## config.mk

```make
export PLATFORM = sky130hd
export DESIGN_NAME = tetris_cmd_scheduler
export DESIGN_NICKNAME = d
export VERILOG_FILES = /design/src/rtl/tetris_cmd_scheduler_pkg.sv /design/src/rtl/tetris_cmd_scheduler_cmd_fifo.sv /design/src/rtl/tetris_cmd_scheduler.sv
export SDC_FILE = /design/constraint.sdc
export NUM_CORES = 1
export LEC_CHECK = 0
export ABC_AREA = 1
export ABC_CLOCK_PERIOD_IN_PS = 2200
export CAP_MARGIN = 20
export CELL_PAD_IN_SITES_DETAIL_PLACEMENT = 0
export CELL_PAD_IN_SITES_GLOBAL_PLACEMENT = 1
export CORE_MARGIN = 5
export CORE_UTILIZATION = 40
export DETAILED_ROUTE_END_ITERATION = 12
export PLACE_DENSITY_LB_ADDON = 0.25
export RECOVER_POWER = 50
export SETUP_SLACK_MARGIN = 0.1
export SLEW_MARGIN = 10
export SYNTH_ARGS = -nofsm -noshare
export SYNTH_HDL_FRONTEND = slang
export SYNTH_HIERARCHICAL = 1
export SYNTH_SLANG_ARGS = --single-unit
export TNS_END_PERCENT = 100
```

## constraint.sdc

```tcl
create_clock -name clk_50MHz -period 2.2 [get_ports clk_50MHz]
set_input_delay 0.22 -clock clk_50MHz [delete_from_list [all_inputs] [get_ports clk_50MHz]]
set_output_delay 0.22 -clock clk_50MHz [all_outputs]
set_load 0.02 [all_outputs]
```

## src/rtl/tetris_cmd_scheduler_pkg.sv

```systemverilog
// Shared types and default timing constants for the tetris command scheduler.
package tetris_cmd_scheduler_pkg;

  localparam int GRAV_W = 25;

  localparam logic [GRAV_W-1:0] GRAVITY_INIT_DEF = 25'd25_000_000;
  localparam logic [GRAV_W-1:0] GRAVITY_MIN_DEF  = 25'd2_500_000;
  localparam logic [GRAV_W-1:0] SPEEDUP_STEP_DEF = 25'd1_250_000;

  typedef enum logic [2:0] {
    NONE   = 3'd0,
    LEFT   = 3'd1,
    RIGHT  = 3'd2,
    ROTATE = 3'd3,
    DOWN   = 3'd4,
    DROP   = 3'd5,
    HOLD   = 3'd6
  } ctrl_type;

  typedef enum logic [1:0] {
    RUN    = 2'd0,
    WAIT   = 2'd1,
    PAUSED = 2'd2,
    OVER   = 2'd3
  } sched_state_type;

  typedef enum logic {
    SRC_USER = 1'b0,
    SRC_GRAV = 1'b1
  } src_type;

  // Compare before subtracting so the period can never wrap below the floor.
  function automatic logic [GRAV_W-1:0] next_period(input logic [GRAV_W-1:0] period,
                                                    input logic [GRAV_W-1:0] min_period,
                                                    input logic [GRAV_W-1:0] step);
    logic [GRAV_W:0] threshold;
    threshold = {1'b0, min_period} + {1'b0, step};
    if ({1'b0, period} >= threshold) return period - step;
    return min_period;
  endfunction

endpackage

```

## src/rtl/tetris_cmd_scheduler_cmd_fifo.sv

```systemverilog
// Small synchronous FIFO for user commands; flush empties it in one cycle.
module tetris_cmd_scheduler_cmd_fifo #(
  parameter int DEPTH = 4,
  parameter int WIDTH = 3
) (
  input  logic                     clk_50MHz,
  input  logic                     reset_n,
  input  logic                     flush_i,
  input  logic                     push_i,
  input  logic [WIDTH-1:0]         data_i,
  input  logic                     pop_i,
  output logic [WIDTH-1:0]         data_o,
  output logic                     full_o,
  output logic                     empty_o,
  output logic [$clog2(DEPTH):0]   level_o
);

  localparam int AW = $clog2(DEPTH);

  logic [WIDTH-1:0] mem_q [DEPTH];
  logic [AW-1:0]    wr_ptr_q, rd_ptr_q;
  logic [AW:0]      level_q;
  logic             do_push, do_pop;

  assign empty_o = (level_q == '0);
  assign full_o  = (level_q == (AW+1)'(DEPTH));
  assign do_pop  = pop_i && !empty_o;
  // A pop in the same cycle frees the slot, so a push into a full FIFO is accepted.
  assign do_push = push_i && (!full_o || do_pop);
  assign data_o  = mem_q[rd_ptr_q];
  assign level_o = level_q;

  always_ff @(posedge clk_50MHz) begin
    if (!reset_n || flush_i) begin
      wr_ptr_q <= '0;
      rd_ptr_q <= '0;
      level_q  <= '0;
    end else begin
      if (do_push) wr_ptr_q <= wr_ptr_q + AW'(1);
      if (do_pop)  rd_ptr_q <= rd_ptr_q + AW'(1);
      level_q <= level_q + (AW+1)'(do_push) - (AW+1)'(do_pop);
    end
  end

  always_ff @(posedge clk_50MHz) begin
    if (do_push) mem_q[wr_ptr_q] <= data_i;
  end

endmodule

```

## src/rtl/tetris_cmd_scheduler.sv

```systemverilog
// Merges queued user commands with the gravity tick and hands the engine one
// command per ready window; also sequences pause, game-over and speed-up.
module tetris_cmd_scheduler
  import tetris_cmd_scheduler_pkg::*;
#(
  parameter logic [GRAV_W-1:0] GRAVITY_INIT = GRAVITY_INIT_DEF,
  parameter logic [GRAV_W-1:0] GRAVITY_MIN  = GRAVITY_MIN_DEF,
  parameter logic [GRAV_W-1:0] SPEEDUP_STEP = SPEEDUP_STEP_DEF,
  parameter int                FIFO_DEPTH   = 4
) (
  input  logic                         clk_50MHz,
  input  logic                         reset_n,
  input  ctrl_type                     cmd_in_i,
  input  logic                         cmd_valid_i,
  input  logic                         pause_toggle_i,
  input  logic                         speed_up_i,
  input  logic                         game_over_i,
  input  logic                         tetris_ready_i,
  output ctrl_type                     ctrl_out_o,
  output logic [$clog2(FIFO_DEPTH):0]  fifo_level_o,
  output logic [7:0]                   drop_cnt_o,
  output logic                         paused_o
);

  sched_state_type   state_q;
  ctrl_type          ctrl_q;
  src_type           last_src_q;
  logic [GRAV_W-1:0] cnt_q, period_q;
  logic              grav_pend_q, wait_q, pause_pend_q;
  logic [7:0]        drop_q;

  logic              fifo_full, fifo_empty;
  logic [2:0]        fifo_dout;
  logic              push_req, drop_push, issue, pick_user, grav_active, pause_exit;
  ctrl_type          issue_cmd;

  assign push_req    = cmd_valid_i && (cmd_in_i != NONE) && (state_q == RUN || state_q == WAIT);
  assign drop_push   = push_req && fifo_full && !(issue && pick_user);
  assign grav_active = (state_q == RUN) || (state_q == WAIT);

  // game_over and pause_toggle both pre-empt an issue in RUN.
  assign issue = (state_q == RUN) && !game_over_i && !pause_toggle_i && tetris_ready_i
               && (!fifo_empty || grav_pend_q);
  assign pick_user = !fifo_empty && (!grav_pend_q || last_src_q == SRC_GRAV);
  assign issue_cmd = pick_user ? ctrl_type'(fifo_dout) : DOWN;
  assign pause_exit = pause_pend_q ^ pause_toggle_i;

  tetris_cmd_scheduler_cmd_fifo #(
    .DEPTH (FIFO_DEPTH),
    .WIDTH (3)
  ) u_cmd_fifo (
    .clk_50MHz (clk_50MHz),
    .reset_n   (reset_n),
    .flush_i   (state_q == OVER),
    .push_i    (push_req),
    .data_i    (cmd_in_i),
    .pop_i     (issue && pick_user),
    .data_o    (fifo_dout),
    .full_o    (fifo_full),
    .empty_o   (fifo_empty),
    .level_o   (fifo_level_o)
  );

  always_ff @(posedge clk_50MHz) begin
    if (!reset_n) begin
      state_q      <= RUN;
      ctrl_q       <= NONE;
      last_src_q   <= SRC_GRAV;
      cnt_q        <= GRAVITY_INIT;
      period_q     <= GRAVITY_INIT;
      grav_pend_q  <= 1'b0;
      wait_q       <= 1'b0;
      pause_pend_q <= 1'b0;
      drop_q       <= 8'd0;
    end else begin
      ctrl_q <= NONE;

      if (speed_up_i) period_q <= next_period(period_q, GRAVITY_MIN, SPEEDUP_STEP);
      if (drop_push && drop_q != 8'hFF) drop_q <= drop_q + 8'd1;

      if (issue && issue_cmd == DOWN) begin
        cnt_q       <= period_q;
        grav_pend_q <= 1'b0;
      end else if (grav_active) begin
        if (cnt_q <= 25'd1) begin
          cnt_q       <= period_q;
          grav_pend_q <= 1'b1;
        end else begin
          cnt_q <= cnt_q - 25'd1;
        end
      end

      case (state_q)
        RUN: begin
          if (game_over_i) state_q <= OVER;
          else if (pause_toggle_i) state_q <= PAUSED;
          else if (issue) begin
            ctrl_q       <= issue_cmd;
            last_src_q   <= pick_user ? SRC_USER : SRC_GRAV;
            wait_q       <= 1'b1;
            pause_pend_q <= 1'b0;
            state_q      <= WAIT;
          end
        end
        WAIT: begin
          if (game_over_i) state_q <= OVER;
          else if (wait_q) begin
            wait_q       <= 1'b0;
            pause_pend_q <= pause_exit;
          end else if (tetris_ready_i) begin
            pause_pend_q <= 1'b0;
            state_q      <= pause_exit ? PAUSED : RUN;
          end else begin
            pause_pend_q <= pause_exit;
          end
        end
        PAUSED: begin
          if (game_over_i) state_q <= OVER;
          else if (pause_toggle_i) state_q <= RUN;
        end
        OVER: begin
          grav_pend_q <= 1'b0;
        end
      endcase
    end
  end

  assign ctrl_out_o = ctrl_q;
  assign drop_cnt_o = drop_q;
  assign paused_o   = (state_q == PAUSED);

endmodule

```

==> results.md <==
* VDD IR max at 599 uV
* Mean area per synthesized cell at 6.75 um^2
* Routability cong. at 0.877
* Core area at 12,500 um^2
* Worst Setup Start Kind: register
* Register area share after synthesis at 0.356
* IO buf count at 24
* Worst slew margin at 0.689
* Clk buf depth at 2
* Clock root cell: clkbuf_16
* P_int at around 3.7 mW
* DRT Wirelength at ~13,000 um
* Clock Sinks at 84
* Mapped cell area at 5060 um^2
* Max stage delay on crit path at 510 ps
* Post-synth top area share at 0.285
* Vias per Instance at 5.01
* Worst-Margin Slew at 465 ps
* Die Width at about 120 um
* DR DRC count at 0
* Synth top area cells: dfxtp_1 (28%), nand2_1 (14%), nor2_1 (7.3%), edfxtp_1 (7.1%), nand3_1 (6.1%)
* DP HPWL at 10,100 um
* Global-route wire length before repair at ~22,000 um
* Worst path slowest cell: fa_2
* Initial antenna violation count at 0
* Min-Delay Path Class: reg2reg
* Sequential share of power at 0.362
* Site Rows at 41
* Critical path arrival at ~2400 ps
* Clock Skews at between 5 and 6 ps
* Status: complete, no violations
* GRT Total Usage at 0.188
* Clk_lat worst skew at about 350 ps
* CP Class: reg2reg
* Starting density of the core at 0.404
* Net Sw Frac at 0.392
* DIE AREA at 15,000 um^2
* # setup viols final at 0
* Area leader, netlist: dfxtp_1
* Post-Syn Nets at 775
* CTS tree: built
* I/O pin count at 25
* Fin. Hold Viols at 0
* Crit. End Element: register
* RSZ-0062 raised after global routing: yes
* Post-route minimum period at 2110 ps
* Max_cap viols at 0
* Achievable clock frequency at 0.474 GHz
* Fill cells at 1,284
* Cells along the critical path: inv_4 -> ha_4 -> nand3_4 -> nor2_4 -> nand2_4 -> or2_1 -> nand2_1 -> ha_1 -> inv_1 -> fa_2 -> nor2_1
* PD cells at 1020 nW/um^2
* Synth cell types at 39
* # H-tree levels at 3
* Hold_ws at 468 ps
* Inserted Clock Buffers at 9
* Vias after detailed routing at 4,886
* Fraction of layout cells with a size suffix above 1 at 0.111
* Buffers plus inverters on the worst setup path at 2
* Pleak at around 2.6 nW
* Final ANT Viol Nets at 0
* Final TNS setup at 0 ps
* Die Span Y at 123 um
* Layout area overhead at 19.3%
* Syn. warnings at 6
* Vias in the first global route at 4,651
* Largest net degree at the start of global routing at 26
* ANT cells at 0
* CP top delay family: adder cells
* Reg clk slew, reported paths at 70 ps
* Nets at 824
* Clock group share of total power at 0.254
* Combinational Power Share at 0.384
* Max Slew Vio Count at 0
* Drt pass-1 iters at 5
* Net switching power figure at 2.41 mW
* Highest net fanout along the worst path at 4
* Routed len/inst at between 10 and 15 um
* Synthesized instance count at 750
* Part of the cycle the worst path needs at 0.960
* Initial DRC count at 376
* CP required at 2440 ps
* Grt ovf at 0
* Synth Register Bits at 84
[stage by stage]
stage | cell area (um^2) | power (mW) | util | setup WS [ps] | std cells
after floorplan | 5110 | 3.88 | - | 101 | 750
after global placement | 5670 | 4.44 | 0.453 | -61.3 | 955
after detailed placement | 5670 | 4.50 | 0.453 | -124 | 955
after CTS | 6000 | 6.13 | 0.479 | 110 | 973
after global routing | 6040 | 6.59 | 0.483 | -4.29 | 976
final | 6040 | 6.14 | 0.483 | 88.8 | 976
[sequential cells by signal, summed over array words and instances (netlist names), 2 cells and up, named ones only]
signal,count
cnt_q,25
period_q,21
u_cmd_fifo/mem_q,12
drop_cnt_o,8
ctrl_out_o,3
u_cmd_fifo/level_o,3
state_q,2
u_cmd_fifo/rd_ptr_q,2
u_cmd_fifo/wr_ptr_q,2
[worst register-to-register path: stages, from the launching register on]
cell,delay [ps]
dfxtp_4,360
inv_4,80
ha_4,170
nand3_4,90
nor2_4,180
nand2_4,70
or2_1,230
nand2_1,70
ha_1,150
inv_1,50
fa_2,510
nor2_1,40
[Yosys cell counts (all sizes together)]
cell type    n
nor3b        1
xnor2       10
dfxtp       72
nand2      190
a21oi       58
buf         11
ha          14
o21ai       40
nand4        9
edfxtp      12
clkinv       2
nor2       110
xor2        22
nand3       67
o22ai        3
a22oi        1
or2          2
a31oi        4
nor3        19
nand3b       3
o21a         1
o221ai       1
a31o         1
inv         82
clkbuf       8
nor4         2
o211ai       3
and3         1
fa           1
[area by class of cell]
class / count / area [um^2] / area share
Clock buffer: 11 / 243 / 0.0402
Clock inverter: 5 / 62.6 / 0.0104
Inverter: 84 / 322 / 0.0532
Multi-Input combinational cell: 563 / 2900 / 0.479
Sequential cell: 84 / 1820 / 0.302
Tap cell: 172 / 215 / 0.0356
Timing Repair Buffer: 57 / 480 / 0.0795
[layout by cell type, fill, tap and decap left out, drive strengths merged, types with 9 or more instances in the layout]
cell | synthesis | layout
nand4 | 9 | 9
dfxtp | 72 | 72
a21oi | 58 | 58
clkbuf | 8 | 13
nand3 | 67 | 67
xnor2 | 10 | 10
nand2 | 190 | 190
ha | 14 | 14
edfxtp | 12 | 12
buf | 11 | 31
xor2 | 22 | 22
nor2 | 110 | 110
o21ai | 40 | 40
clkdlybuf4s50 | 0 | 21
inv | 82 | 82
nor3 | 19 | 19
[path summary, 6_finish.rpt]
path / startpoint / end / slack [ps] / cells after the start
hold / removal: wait_q$_SDFFE_PN0P_ / wait_q$_SDFFE_PN0P_ / 470 / 2
hold reg to reg: wait_q$_SDFFE_PN0P_ / wait_q$_SDFFE_PN0P_ / 470 / 2
setup reg to reg: state_q[1]$_SDFFE_PN0P_ / u_cmd_fifo/level_o[1]$_SDFF_PP0_ / 90 / 11
setup / recovery: state_q[1]$_SDFFE_PN0P_ / u_cmd_fifo/level_o[1]$_SDFF_PP0_ / 90 / 11
[power by group through the flow]
stage	Combinational (mW)	Clock [mW]	Sequential, mW
final	2.36	1.56	2.22
after global routing	2.64	1.67	2.28
after CTS	2.31	1.61	2.21
after detailed placement	2.26	0	2.24
after global placement	2.22	0	2.22
after floorplan	1.72	0	2.17
[per-layer routing]
metal,part of all wire,GRT usage,up-vias
li1,-,-,2536
met2,0.47,0.315,86
met1,0.47,0.243,2245
met4,0.019,0.0721,0
met3,0.036,0.0286,19
met5,0,0,-
[logic make-up (layout without fill, tap and decap cells)]
logic type,Yosys count,after routing,share of synthesized area
and+or+nand+nor,404,404,0.351
AOI/OAI and AO/OA,112,112,0.116
buffers and inverters,103,157,0.0828
DFF,84,84,0.356
xor gates and xnor gates,32,32,0.0554
adders and majority gates,15,15,0.0386
[timing repair]
action	4_1_cts	5_1_grt
setup buffers	2	3
hold buffers	0	0
resized for setup	5	11
pin swaps	2	3
setup endpoints to repair	2	25
Power figures use the tool's default switching activity.
